## src/rtl/load_store_unit.sv

```systemverilog
// RV32I load/store unit: decodes size/sign from funct3, issues one memory access
// per request and returns an extended load result or a misalign/fault response.
module load_store_unit #(
  parameter int unsigned MAX_WAIT = 255
) (
  input  logic        clk,
  input  logic        rst,
  input  logic        req_valid,
  output logic        req_ready,
  input  logic        req_we,
  input  logic [2:0]  funct3,
  input  logic [31:0] addr,
  input  logic [31:0] wdata,
  output logic        mem_valid,
  input  logic        mem_ready,
  output logic        mem_we,
  output logic [31:0] mem_addr,
  output logic [31:0] mem_wdata,
  output logic [3:0]  mem_be,
  input  logic [31:0] mem_rdata,
  output logic        resp_valid,
  output logic [31:0] resp_data,
  output logic        resp_misalign,
  output logic        resp_fault
);

  typedef enum logic [1:0] {IDLE, ACCESS, RESP} state_t;

  state_t      state;
  logic [2:0]  f3_q;
  logic [1:0]  lane_q;
  logic [7:0]  wait_cnt;

  logic        legal;
  logic        misalign;
  logic [3:0]  be_n;
  logic [31:0] wdata_n;
  logic [31:0] shifted;
  logic [7:0]  byte_v;
  logic [15:0] half_v;
  logic [31:0] load_data;

  assign req_ready = (state == IDLE);

  always_comb begin
    legal = 1'b0;
    if (req_we) begin
      case (funct3)
        3'b000, 3'b001, 3'b010: legal = 1'b1;
        default:                legal = 1'b0;
      endcase
    end else begin
      case (funct3)
        3'b000, 3'b001, 3'b010, 3'b100, 3'b101: legal = 1'b1;
        default:                                legal = 1'b0;
      endcase
    end

    misalign = ((funct3[1:0] == 2'b01) && addr[0]) ||
               ((funct3[1:0] == 2'b10) && (addr[1:0] != 2'b00));

    case (funct3[1:0])
      2'b00:   be_n = 4'b0001 << addr[1:0];
      2'b01:   be_n = addr[1] ? 4'b1100 : 4'b0011;
      default: be_n = 4'b1111;
    endcase

    wdata_n = '0;
    if (req_we) begin
      case (funct3[1:0])
        2'b00:   wdata_n = {4{wdata[7:0]}};
        2'b01:   wdata_n = {2{wdata[15:0]}};
        default: wdata_n = wdata;
      endcase
    end
  end

  always_comb begin
    shifted = mem_rdata >> {lane_q, 3'b000};
    byte_v  = shifted[7:0];
    half_v  = lane_q[1] ? mem_rdata[31:16] : mem_rdata[15:0];
    case (f3_q)
      3'b000:  load_data = {{24{byte_v[7]}}, byte_v};
      3'b001:  load_data = {{16{half_v[15]}}, half_v};
      3'b100:  load_data = {24'h0, byte_v};
      3'b101:  load_data = {16'h0, half_v};
      default: load_data = mem_rdata;
    endcase
  end

  always_ff @(posedge clk or posedge rst) begin
    if (rst) begin
      state         <= IDLE;
      f3_q          <= '0;
      lane_q        <= '0;
      wait_cnt      <= '0;
      mem_valid     <= 1'b0;
      mem_we        <= 1'b0;
      mem_addr      <= '0;
      mem_wdata     <= '0;
      mem_be        <= '0;
      resp_valid    <= 1'b0;
      resp_data     <= '0;
      resp_misalign <= 1'b0;
      resp_fault    <= 1'b0;
    end else begin
      case (state)
        IDLE: begin
          if (req_valid) begin
            f3_q     <= funct3;
            lane_q   <= addr[1:0];
            wait_cnt <= '0;
            if (!legal || misalign) begin
              // Illegal encoding dominates: misalign is reported only for legal requests.
              state         <= RESP;
              resp_valid    <= 1'b1;
              resp_data     <= '0;
              resp_fault    <= !legal;
              resp_misalign <= legal && misalign;
            end else begin
              state     <= ACCESS;
              mem_valid <= 1'b1;
              mem_we    <= req_we;
              mem_addr  <= {addr[31:2], 2'b00};
              mem_be    <= be_n;
              mem_wdata <= wdata_n;
            end
          end
        end
        ACCESS: begin
          // mem_ready is tested first so a completion on the last allowed cycle wins.
          if (mem_ready || (wait_cnt == 8'(MAX_WAIT - 1))) begin
            state         <= RESP;
            mem_valid     <= 1'b0;
            mem_we        <= 1'b0;
            mem_addr      <= '0;
            mem_be        <= '0;
            mem_wdata     <= '0;
            resp_valid    <= 1'b1;
            resp_misalign <= 1'b0;
            resp_fault    <= !mem_ready;
            resp_data     <= (mem_ready && !mem_we) ? load_data : '0;
          end else begin
            wait_cnt <= wait_cnt + 8'd1;
          end
        end
        RESP: begin
          state         <= IDLE;
          resp_valid    <= 1'b0;
          resp_data     <= '0;
          resp_misalign <= 1'b0;
          resp_fault    <= 1'b0;
        end
        default: state <= IDLE;
      endcase
    end
  end

endmodule
```

## config.mk

```make
export PLATFORM = sky130hd
export DESIGN_NAME = load_store_unit
export DESIGN_NICKNAME = d
export VERILOG_FILES = /design/src/rtl/load_store_unit.sv
export SDC_FILE = /design/constraint.sdc
export NUM_CORES = 1
export LEC_CHECK = 0
export CORE_MARGIN = 2
export CORE_UTILIZATION = 45
export CTS_BUF_LIST = sky130_fd_sc_hd__clkbuf_4 sky130_fd_sc_hd__clkbuf_8 sky130_fd_sc_hd__clkbuf_16
export DETAILED_ROUTE_END_ITERATION = 16
export PLACE_DENSITY = 0.81
export REMOVE_ABC_BUFFERS = 1
export SLEW_MARGIN = 20
export SYNTH_ARGS = -nofsm -noshare
export SYNTH_HDL_FRONTEND = slang
export SYNTH_SLANG_ARGS = --single-unit
```

## constraint.sdc

```tcl
create_clock -name clk -period 4.7 [get_ports clk]
set_input_delay 0.705 -clock clk [delete_from_list [all_inputs] [get_ports clk]]
set_output_delay 0.705 -clock clk [all_outputs]
set_load 0.005 [all_outputs]
```

### Yosys cells after proc, flatten, opt, wreduce, memory -nomap -nowiden

Cells that the tools add are included.

* input port bits: 104
* output and inout port bits: 106
* register bits after elaboration: 120

* eq/ne operators: 17
* reduce and logical (&&, ||, !) cells: 24
* shift operators: 2
* mux-type cells: 50
* add/sub/neg operators: 1

Operator list (number)
* 32-bit 2-to-1 mux: 10
* 32-bit one-hot mux with 2 select lines: 3
* 32-bit one-hot mux with 4 select lines: 1
* 32-bit one-hot mux with 3 select lines: 1
* 32-bit by 5-bit >> shifter with 8-bit output: 1
* 1-bit 2-to-1 mux: 16
* 16-bit 2-to-1 mux: 1
* 4-bit 2-to-1 mux: 4
* 8-bit 2-to-1 mux: 2
* 4-bit one-hot mux with 2 select lines: 2
* 8-bit one-hot mux with 2 select lines: 1
* 3-bit equality test, second input constant: 4
* 1-bit one-hot mux with 3 select lines: 3
* 8-bit by 1-bit adder with 8-bit output, second input constant: 1
* 8-bit equality test, second input constant: 1
* 2-bit inequality test, second input constant: 4
* 4-bit AND reduction: 2
* 3-bit by 1-bit equality test with 1-bit output, second input constant: 2
* 3-bit zero test: 2
* 2-bit 2-to-1 mux: 3
* 5-bit OR reduction: 1
* 2-bit by 1-bit equality test with 1-bit output, second input constant: 2
* 2-bit equality test, second input constant: 2
* 1-bit logical AND: 4
* 13 further kinds: 21

### Logic depth before layout (Yosys ltp)

* depth in word-level cells: 9
* gate-level depth with buffers: 9

### Least setup slack after synthesis

Ideal clock, no wire load.

* kind: input to register
* start point: input port funct3[0]
* end point: register mem_wdata[29]
* data arrival time: 2019 ps
* path buffers: 3
* stages on the path: 7
* setup slack: 2560 ps
* cells stage by stage: buf_2 -> or4_4 -> nand3_2 -> nand3_2 -> buf_6 -> buf_6 -> a22o_1

* longest elaborated chain between the ends: 8
* elaborated cells on any way between the ends: 25
* those cells by class: 7 x eq/ne; 8 x mux; 10 x reduce/logical

RTL lines
* start, declared: RTL line 11 `input logic [2:0] funct3,`
* 3-bit by 1-bit equality test with 1-bit output, or another cell as far along: RTL line 48, 53
* 5-bit OR reduction or 3-bit OR reduction (tied branches): RTL line 53, 48
* 1-bit 2-to-1 mux, on equally long branches: RTL line 53, 48
* 1-bit 2-to-1 mux: RTL line 47 `if (req_we) begin`
* 1-bit zero test: RTL line 113 `if (!legal || misalign) begin`
* 1-bit logical OR: RTL line 113
* 2-bit inequality test (no source line)
* 4-bit AND reduction (no source line)
* end signal, assigned: RTL line 126 `mem_wdata <= wdata_n;`
* end, declared: RTL line 18 `output logic [31:0] mem_wdata,`

Parallel ways exist; a longest one is shown, timed or not. The select of a mux whose other input is x is not followed.
A chain may end at the register's enable or synchronous reset.

### Final worst setup path

* start point: register wait_cnt[0]
* end point: register mem_wdata[24]

* longest elaborated chain between the ends: 4

RTL lines
* start, declared: RTL line 32 `logic [7:0] wait_cnt;`
* start signal, assigned: RTL line 144 `wait_cnt <= wait_cnt + 8'd1;`
* 8-bit equality test: RTL line 132 `if (mem_ready || (wait_cnt == 8'(MAX_WAIT - 1))) begin`
* 1-bit logical OR: RTL line 132
* 2-bit inequality test (no source line)
* 4-bit AND reduction (no source line)

Every way passes these cells.

==> impl_metrics.env <==
export IMPL_cts_resized=0
export IMPL_clkPwrFrac=0.268
export IMPL_tightest_slew_ns=1.08
export IMPL_yosys_cell_types_count=58
export IMPL_cts_buffer_depth=2
export IMPL_fin_crit_ns=3.03
export IMPL_holdBufCountCts=0
export IMPL_insertion_delay_ns=0.41
export IMPL_num_rows=41
export IMPL_grt_first_pass_wirelength_um=28100
export IMPL_p_seq_frac=0.342
export IMPL_hp_class="reg2reg"
export IMPL_slew_violations=0
export IMPL_worstPathMaxFanout=58
export IMPL_timing_setup_tns_ns=0
export IMPL_cp_start_kind="register"
export IMPL_fillers=939
export IMPL_postSynthCellCount=524
export IMPL_clk_pin_slew_ns=0.05
export IMPL_dieArea_sq_mm=0.0138
export IMPL_cts_setup_buffers=0
export IMPL_mappedNetlistArea_sq_mm=0.00579
export IMPL_cts_htree_levels=4
export IMPL_sw_frac_of_total=0.314
export IMPL_cts_sinks=118
export IMPL_maxCapViolCount=0
export IMPL_grt_max_degree=62
export IMPL_routedWlPerCell_um=19.2
export IMPL_dp_hpwl_um=12400
export IMPL_synth_common_cells="dfrtp_1, a22o_1, nand2_1"
export IMPL_io_buffers=207
export IMPL_setup_viol=0
export IMPL_antenna_left=0
export IMPL_die_w_um=117
export IMPL_synth_top_area_frac=0.510
export IMPL_slew_headroom=0.281
export IMPL_power_mw=4.96
export IMPL_layout_nets=829
export IMPL_dr_pass1_iters=5
export IMPL_crit_type="reg2reg"
export IMPL_syn_mean_instance_area_sq_um=11.0
export IMPL_synthTopCellsByArea="dfrtp_1, a22o_1, mux2i_1"
export IMPL_async_reset_ff_frac=1.00
export IMPL_dpl_worst_slack_ns=1.44
export IMPL_yosysMostFrequentCell="dfrtp_1"
export IMPL_cts_tree="built"
export IMPL_cts_root_buffer="clkbuf_16"
export IMPL_switchingPower_mw=1.56
export IMPL_hold_viol=0
export IMPL_detailed_place_area_sq_mm=0.00791
export IMPL_place_congestion=0.877
export IMPL_start_util=0.461
export IMPL_worstPathArrival_ns=3.32
export IMPL_grt_antenna_before_repair=0
export IMPL_grt_pass1_vias=5281
export IMPL_finClkSkew_ns=0.00654
export IMPL_cp_end_kind="register"
export IMPL_dr_first_iter_drc_count=544
export IMPL_synth_edf_count=0
export IMPL_area_delta_synth_final_pct=47.2
export IMPL_track_usage=0.257
export IMPL_final_cell_area_sq_mm=0.00852
export IMPL_grt_overflow=0
export IMPL_clock_fmax_ghz=0.330
export IMPL_rsz0062_at_grt="no"
export IMPL_ys_warnings_count=0
export IMPL_combPwrFrac=0.389
export IMPL_viasPerCell=5.63
export IMPL_io_pins=210
export IMPL_timing_final_crit_share=0.645
export IMPL_ys_seq_elements=118
export IMPL_drc=0
export IMPL_core_area_sq_mm=0.0126
export IMPL_die_h_um=117
export IMPL_antenna_cells=0
export IMPL_power_internal_mw=3.40
export IMPL_synth_largest_area_cell="dfrtp_1"
export IMPL_p_per_area_mw_per_mm2=582
export IMPL_via_count=5094
export IMPL_worst_ir_drop_vdd_v=0.000388
export IMPL_worstPathRequired_ns=4.99
export IMPL_ys_seq_area_frac=0.510
export IMPL_synth_flop_cell="dfrtp_1"
export IMPL_drive_gt1_frac=0.0902
export IMPL_outcome="finished clean"
export IMPL_setup_slack_ns=1.67
export IMPL_routed_wirelength_um=17300
export IMPL_cts_buffers=17
export IMPL_p_leak_nw=3.66
## final cells by class
class | count | area (sq um) | share of cell area
sequential | 118 | 2950 | 0.347
multi-input combinational | 341 | 2510 | 0.294
timing repair buffer | 216 | 2140 | 0.251
clock buffer | 24 | 484 | 0.0568
tap | 172 | 215 | 0.0253
clock inverter | 8 | 124 | 0.0145
inverter | 25 | 96.3 | 0.0113
## power by group through the flow
stage	Sequential [mW]	Clock [mW]	Combinational (mW)
CTS	1.70	1.34	1.94
detailed placement	1.69	0	1.93
finish	1.70	1.33	1.93
global route	1.75	1.39	2.08
floorplan	1.66	0	0.834
global placement	1.69	0	1.88
## worst max-delay path, stage by stage, from the launching register on
cell and delay [ns]:
dfrtp_1 0.44, inv_1 0.08, ha_1 0.17, nand3_1 0.11, o21bai_2 0.84, nand3_2 0.43, buf_4 0.45, mux2_4 0.37
## kinds of logic (layout without fill, tap and decap cells)
group,after synthesis,in the layout,share of synthesized area
other,1,2,0.000648
and+or+nand+nor,86,86,0.0798
adders and majority gates,6,6,0.0130
DFF,118,118,0.510
muxes,49,49,0.0882
xor gates and xnor gates,1,1,0.00151
AOI/OAI and AO/OA,197,197,0.249
buffers and inverters,66,273,0.0575
## layer usage
layer  track usage  wire length (um)
met5             0                 0
met4        0.0949               330
met3        0.0851              1510
met2         0.410              8060
met1         0.327              7440
## sequential cells by signal, indices dropped and copies added, names as in the netlist
name	flops
mem_wdata	32
resp_data	32
mem_addr	30
wait_cnt	8
mem_be	4
f3_q	3
lane_q	2
state	2
mem_valid	1
mem_we	1
resp_fault	1
resp_misalign	1
resp_valid	1
## worst paths after layout
kind	from	cells after the start	slack [ns]	endpoint
worst max-delay path	wait_cnt[0]	7	1.67	mem_wdata[24]
worst min-delay path	mem_valid	1	0.49	mem_valid
worst max register to register	wait_cnt[0]	7	1.67	mem_wdata[24]
worst min register to register	mem_valid	1	0.49	mem_valid
max in group asynchronous	rst	3	3.00	mem_wdata[21]
min in group asynchronous	rst	2	0.78	mem_addr[5]
## per-stage QoR
stage	instances	hold WS (ns)	util
2_1_floorplan	484	0.474	-
3_3_place_gp	872	0.461	0.629
3_5_place_dp	872	0.469	0.629
4_1_cts	904	0.492	0.678
5_1_grt	904	0.497	0.678
6_report	904	0.492	0.678
## layout by cell type, fill, tap and decap left out, types with 9 or more instances in the layout
cell / synthesis / routed
dfrtp_1: 118 / 118
buf_4: 12 / 9
clkbuf_16: 0 / 17
a21oi_1: 41 / 41
inv_1: 25 / 24
o211ai_1: 9 / 9
a22o_1: 49 / 49
clkdlybuf4s50_1: 0 / 207
mux2i_1: 39 / 39
a31oi_1: 16 / 16
o21ai_0: 26 / 26
nand2_1: 42 / 42
o2bb2ai_1: 19 / 19
(Power assumes the default switching activity.)
